`src/rtl/cordic_pkg.sv`:
```
// Shared definitions for the iterative CORDIC sequencer and datapath.
package cordic_pkg;

  // Default number of micro-rotations per operation.
  localparam int unsigned CORDIC_N_ITER_DEF = 16;

  // Sequencer states; encodings fixed to match the legacy register values.
  typedef enum logic [1:0] {
    ST_IDLE = 2'd0,
    ST_LOAD = 2'd1,
    ST_ITER = 2'd2,
    ST_HOLD = 2'd3
  } cordic_state_e;

  // Width of the iteration index (shift amount / atan table address).
  function automatic int unsigned cordic_idx_w(input int unsigned n_iter);
    return (n_iter < 2) ? 1 : $clog2(n_iter);
  endfunction

endpackage

```
`src/rtl/cordic_iter_cnt.sv`:
```
// Iteration counter: up counter with synchronous clear and terminal flag.
module cordic_iter_cnt #(
  parameter int unsigned N_ITER = 16,
  parameter int unsigned IDX_W  = 4
) (
  input  logic             clk,
  input  logic             rst,
  input  logic             clr,
  input  logic             en,
  output logic [IDX_W-1:0] cnt,
  output logic             term
);

  // Count up when enabled; clear takes priority and never wraps in use.
  always_ff @(posedge clk or negedge rst) begin
    if (!rst) begin
      cnt <= '0;
    end else if (clr) begin
      cnt <= '0;
    end else if (en) begin
      cnt <= cnt + 1'b1;
    end
  end

  assign term = (cnt == IDX_W'(N_ITER - 1));

endmodule

```
`src/rtl/cordic_seq_ctrl.sv`:
```
// Iteration sequencer for the iterative CORDIC datapath: load, N_ITER
// micro-rotations, then hold the result-valid flag until acknowledged.
module cordic_seq_ctrl
  import cordic_pkg::*;
#(
  parameter int unsigned N_ITER = CORDIC_N_ITER_DEF,
  parameter int unsigned IDX_W  = cordic_idx_w(N_ITER)
) (
  input  logic             clk,
  input  logic             rst,
  input  logic             start,
  input  logic             abort,
  input  logic             res_ack,
  output logic             busy,
  output logic             load,
  output logic             iter_en,
  output logic [IDX_W-1:0] iter_idx,
  output logic             done
);

  cordic_state_e    state;
  cordic_state_e    state_nxt;
  logic [IDX_W-1:0] cnt;
  logic             cnt_term;
  logic             cnt_clr;
  logic             cnt_en;

  // Counter is cleared on entry to ITER (via LOAD), on leaving ITER and on abort.
  assign cnt_clr = abort || (state == ST_LOAD) || ((state == ST_ITER) && cnt_term);
  assign cnt_en  = (state == ST_ITER);

  cordic_iter_cnt #(
    .N_ITER (N_ITER),
    .IDX_W  (IDX_W)
  ) u_cnt (
    .clk  (clk),
    .rst  (rst),
    .clr  (cnt_clr),
    .en   (cnt_en),
    .cnt  (cnt),
    .term (cnt_term)
  );

  // Next-state logic; abort overrides every other request.
  always_comb begin
    state_nxt = state;
    if (abort) begin
      state_nxt = ST_IDLE;
    end else begin
      case (state)
        ST_IDLE: if (start) state_nxt = ST_LOAD;
        ST_LOAD: state_nxt = ST_ITER;
        ST_ITER: if (cnt_term) state_nxt = ST_HOLD;
        ST_HOLD: begin
          if (res_ack && start) state_nxt = ST_LOAD;
          else if (res_ack)     state_nxt = ST_IDLE;
        end
        default: state_nxt = ST_IDLE;
      endcase
    end
  end

  // State register.
  always_ff @(posedge clk or negedge rst) begin
    if (!rst) begin
      state <= ST_IDLE;
    end else begin
      state <= state_nxt;
    end
  end

  // Moore output decode from registered state and counter.
  always_comb begin
    busy     = (state == ST_LOAD) || (state == ST_ITER);
    load     = (state == ST_LOAD);
    iter_en  = (state == ST_ITER);
    iter_idx = (state == ST_ITER) ? cnt : '0;
    done     = (state == ST_HOLD);
  end

endmodule

```
`config.mk`:
```
export PLATFORM = sky130hd
export DESIGN_NAME = cordic_seq_ctrl
export DESIGN_NICKNAME = d
export VERILOG_FILES = /design/src/rtl/cordic_pkg.sv /design/src/rtl/cordic_iter_cnt.sv /design/src/rtl/cordic_seq_ctrl.sv
export SDC_FILE = /design/constraint.sdc
export NUM_CORES = 1
export LEC_CHECK = 0
export ABC_CLOCK_PERIOD_IN_PS = 3000
export CAP_MARGIN = 20
export CORE_AREA = 2 2 39 41
export CTS_CLUSTER_DIAMETER = 80
export CTS_CLUSTER_SIZE = 28
export DETAILED_ROUTE_END_ITERATION = 6
export DIE_AREA = 0 0 41 43
export PLACE_DENSITY = 0.62
export SLEW_MARGIN = 15
export SYNTH_ARGS = -nofsm -noshare
export SYNTH_HDL_FRONTEND = slang
export SYNTH_HIERARCHICAL = 1
export SYNTH_SLANG_ARGS = --single-unit
```
`constraint.sdc`:
```
create_clock -name clk -period 3 [get_ports clk]
set_input_delay 0.45 -clock clk [delete_from_list [all_inputs] [get_ports clk]]
set_output_delay 0.45 -clock clk [all_outputs]
set_load 0.05 [all_outputs]
```
## Word level (Yosys, flattened, before mapping)

Index checks and enable logic that the tools add are counted.

| storage, ports and cells | value |
|---|---|
| register bits after elaboration | 6 |
| latch bits | 0 |
| memory bits (writable) | 0 |
| ROM bits | 0 |
| input port bits | 5 |
| output and inout port bits | 8 |
| logic and storage cells | 27 |
| memories | 0 |

| operators by class | value |
|---|---|
| add/subtract/negate cells | 1 |
| $mul | 0 |
| divide/modulo/power cells | 0 |
| $lt $le $gt $ge | 0 |
| equality and inequality tests | 7 |
| shift-type cells | 0 |
| mux-type cells | 9 |
| bitwise gates (word level) | 0 |
| reduce and logical (&&, ||, !) cells | 8 |

Operators with widths:

| kind | count |
|---|---|
| $mux W4 | 3 |
| $mux W2 | 5 |
| $pmux W2 S4 | 1 |
| $add A4 B1 Y4 const B | 1 |
| $eq A2 B2 Y1 const B | 2 |
| $eq A4 B4 Y1 const B | 1 |
| $ne A4 B3 Y1 const B | 1 |
| $logic_or A1 B1 Y1 | 3 |
| $ne A3 B2 Y1 const B | 1 |
| $ne A3 B3 Y1 const B | 1 |
| $reduce_and A3 Y1 | 1 |
| $eq A2 B1 Y1 const B | 1 |
| $logic_and A1 B1 Y1 | 2 |
| $logic_not A2 Y1 | 1 |
| $reduce_bool A2 Y1 | 1 |

## Longest topological paths before layout

| logic depth | value |
|---|---|
| depth after elaboration | 4 |
| mapped depth | 5 |
| depth with buffers taken out | 5 |

## By module

The synthesis kept the hierarchy.

Modules (own cells, without submodules):

| module | times used | cells an instance | area each (um^2) | seq. area each (um^2) |
|---|---|---|---|---|
| cordic_seq_ctrl | 1 | 25 | 242.7 | 50.0 |
| cordic_iter_cnt | 1 | 17 | 198.9 | 100.1 |

## Worst setup path before layout

Ideal clock, no wire load.

| timing path | value |
|---|---|
| kind | reg2reg |
| start point | register state[0] |
| end point | register u_cnt.cnt[3] |
| setup time | 125 ps |
| arrival | 1,600 ps |
| data required time | 2,875 ps |
| slack | 1,275 ps |
| stages on the path, launching flop included | 5 |
| path buffers | 0 |
| period minus slack after synthesis | 1,725 ps |
| path through | dfrtp_1 > inv_1 > ha_1 > nand4_1 > mux2_4 |

| between the ends | value |
|---|---|
| cells in the longest elaborated chain, start to end | 4 |
| elaborated cells between the ends (all ways) | 7 |
| those cells by class | eq/ne: 2; mux: 1; reduce/logical: 4 |

Ends and longest elaborated chain:

| item | line | RTL |
|---|---|---|
| start, declared | cordic_seq_ctrl.sv:21 | `cordic_state_e state;` |
| start signal, assigned | cordic_seq_ctrl.sv:68 | `state <= state_nxt;` |
| $eq A2 B2 Y1 (*) | n/a |  |
| named net iter_en | cordic_seq_ctrl.sv:16 | `output logic iter_en,` |
| $logic_and A1 B1 Y1 | cordic_seq_ctrl.sv:29 | `assign cnt_clr = abort \|\| (state == ST_LOAD) \|\| ((state == ST_ITER) && cnt_term);` |
| $logic_or A1 B1 Y1 | cordic_seq_ctrl.sv:29 |  |
| $mux W4 / $reduce_bool A2 Y1 (equally long branches) | n/a |  |
| end signal, assigned | cordic_iter_cnt.sv:21 | `cnt <= cnt + 1'b1;` |
| end, declared | cordic_iter_cnt.sv:10 | `output logic [IDX_W-1:0] cnt,` |

The timed path passes the listed nets; every way through them passes the cells marked *.
A chain may end at the register's enable or synchronous reset.

## Worst setup path in the final report

| timing path | value |
|---|---|
| start point | register state[0] |
| end point | output iter_idx[0] |

| between the ends | value |
|---|---|
| cells in the longest elaborated chain, start to end | 2 |

Ends and longest elaborated chain:

| item | line | RTL |
|---|---|---|
| $eq A2 B2 Y1 | cordic_seq_ctrl.sv:77 | `iter_idx = (state == ST_ITER) ? cnt : '0;` |
| $mux W4 | cordic_seq_ctrl.sv:77 |  |
| end, declared | cordic_seq_ctrl.sv:17 | `output logic [IDX_W-1:0] iter_idx,` |

Every way passes these cells.

==> run summary <==
Mux share of post-synthesis cell area: 5.67%
Sequence of cells on the critical path: inv_1 > ha_1 > and2_2 > clkdlybuf4s50_1
Post-detailed-routing wire length: 840 um
Router iterations before antenna repair: 3
LEAKAGE: 0.265 nW
Final Skew: 0.00603 ns
Clock period minus worst slack: 2.49 ns
Final GP Congestion: 0.694
Total count of hold-check failures in the final report: 0
Number of remaining DRC errors: 0
Largest stage delay on the critical path: 0.79 ns
RSZ-0062 raised after global routing: no
Number of global-route vias before repair: 339
Largest net degree at the start of global routing: 7
Final worst path period share: 83.2%
Number of H-tree levels: 1
Number of synthesized register bits: 6
Synthesized Nets: 53
Average routed wire per standard cell: 11.5 um
Count of endpoints failing setup in the final report: 0
Vertical extent of the die: 43 um
Worst relative slew slack: 66.4%
Post-synthesis cell type count: 22
Global route total overflow: 0
Buffers & Inverters on Critical Path: 2
Clock Root Buffer: sky130_fd_sc_hd__clkbuf_4
Post-CTS repair timing setup buffer count: 0
Average size of a mapped cell: 10.5 um^2
Minimum setup slack in the final design: 0.505 ns
Total number of yosys warnings: 6
WS Path Type: reg -> out
# clock sinks: 6
Number of max-slew violations in the final report: 0
Compound-gate portion of the synthesized area: 13.0%
Power per cell area: 871 nW/um^2
Data arrival time of the critical path: 2.04 ns
Iteration-0 DRC Markers: 6
Maximum achievable frequency: 401 MHz
# port buffers: 12
Simple-gate area share of the yosys netlist: 26.6%
Adder and majority gate portion of the synthesized area: 17.0%
Area of the placeable core: 1380 um^2
Highest-delay cell along the critical path: sky130_fd_sc_hd__clkdlybuf4s50_1
Clock tree from TritonCTS: done
Post-Synthesis Cells: 42
Top-level I/O count: 13
Total of max-cap violations: 0
Area delta synth->final: 36.8%
Clock slew at reported path FFs: 0.05 ns
GRT Total Usage: 12.6%
Sequential share of the synthesized area: 34.0%
Critical Path RT: 2.55 ns
Worst min-delay path class: in -> async
Number of nets in the finished design: 70
CP startpoint kind: register
Highest fanout seen on the critical path: 6
Top cell family by delay on the critical path: buffers and inverters
Global-route wire length before repair: 1450 um
Clock latency on the worst-skew pair: 0.25 ns
Avg Vias per Cell: 5.04
Worst Max-Slew Pin Slew: 0.502 ns
Netlist area before placement: 442 um^2
Fraction of final layout cells with drive strength greater than 1: 19.3%
Post-Route Setup TNS: 0 ns
Total die area: 1760 um^2
Result of the run: completed
Fraction of synthesized cell area in xor and xnor cells: 1.98%
Number of placement rows: 14
Worst slack at placement: 0.781 ns
N_diodes: 0
Crit path capture type: primary output
Maximum vdd ir drop: 0.693 mV
Hold Buf Count CTS: 0
Remaining antenna violation count after routing: 0
Main combinational cell family by area after synthesis: simple AND/OR/NAND/NOR gates
DPL Wire Length: 651 um
Max Root-Sink Buffers: 2
Number of antenna violations at the first check in global routing: 0
Vias after detailed routing: 368
CTS-repair resized insts: 0
Horizontal die dimension: 41 um
Starting density of the core: 31.9%
TritonCTS Buffers: 3
==> final timing paths <==
| kind | startpoint | endpoint | slack, ns | cells after the start |
|---|---|---|---|---|
| max reg2reg | u_cnt/cnt[0]$_DFFE_PN0P_ | state[0]$_DFFE_PN0P_ | 1.48 | 5 |
| min in group clk | u_cnt/cnt[1]$_DFFE_PN0P_ | u_cnt/cnt[1]$_DFFE_PN0P_ | 0.59 | 2 |
| min reg2reg | u_cnt/cnt[1]$_DFFE_PN0P_ | u_cnt/cnt[1]$_DFFE_PN0P_ | 0.59 | 2 |
| max | state[0]$_DFFE_PN0P_ | iter_idx[0] | 0.51 | 4 |
| max in group asynchronous | rst | u_cnt/cnt[2]$_DFFE_PN0P_ | 2.31 | 1 |
| min | rst | u_cnt/cnt[1]$_DFFE_PN0P_ | 0.45 | 1 |
==> layout by cell type (no fill, tap or decap), drive strengths merged <==
cell	count
clkdlybuf4s50	12
ha	6
dfrtp	6
and2	4
nand4	3
clkbuf	3
nor2	3
nand2b	3
inv	2
a21oi	2
nor2b	2
and3	2
a211o	1
a31oi	1
a311oi	1
o31ai	1
mux2	1
mux2i	1
xnor2	1
a21bo	1
nand3b	1
==> state kept, by name, summed over array words and instances, names as in the netlist <==
register   count
u_cnt/cnt      4
state          2
==> area by class of cell <==
type,instances,area (um^2)
tap,16,20.0
inverter,2,7.51
timing repair buffer,12,120
sequential,6,150
multi-input combinational,34,284
fill,146,779
clock buffer,3,22.5
==> cell usage after synthesis, drive strengths merged <==
cell type  n  area (um^2)
dfrtp      6          150
and2       4         28.8
nand4      3         18.8
nor2b      2         12.5
ha         6         75.1
a311oi     1         15.0
nand3b     1         7.51
o31ai      1         7.51
a211o      1         8.76
mux2i      1         10.0
and3       2         17.5
nor2       3         11.3
xnor2      1         8.76
a31oi      1         6.26
mux2       1         15.0
nand2b     3         21.3
a21oi      2         10.0
inv        2         7.51
a21bo      1         10.0
==> per-stage QoR <==
step	utilization, %	instance area (um^2)	hold slack (ns)	total power, mW	cells
detailed placement	42.0	582	0.589	0.448	70
CTS	43.7	604	0.454	0.530	73
finish	43.7	604	0.450	0.526	73
floorplan	-	442	0.154	0.370	42
global placement	42.0	582	0.590	0.451	70
global route	43.7	604	0.463	0.563	73
==> layer usage <==
layer	track usage, %	vias to the layer above	share of wire [%]
li1	-	185	-
met4	10.0	0	2.5
met3	3.14	3	5.8
met1	16.7	166	47
met2	16.6	14	45
met5	0	-	0
==> cells by family after synthesis <==
logic type / count (synthesis)
flip-flops: 6
AO/OA/AOI/OAI: 7
AND/OR/NAND/NOR: 18
adder cells (fa/ha/maj): 6
XOR/XNOR: 1
multiplexers: 2
buffers and inverters: 2
==> power by group <==
group	internal, mW	leakage, nW	switching [mW]
sequential	0.0975	0.0819	0.0225
combinational	0.126	0.169	0.202
clock	0.0455	0.0138	0.0326
total	0.269	0.265	0.257
Power figures use the tool's default switching activity.
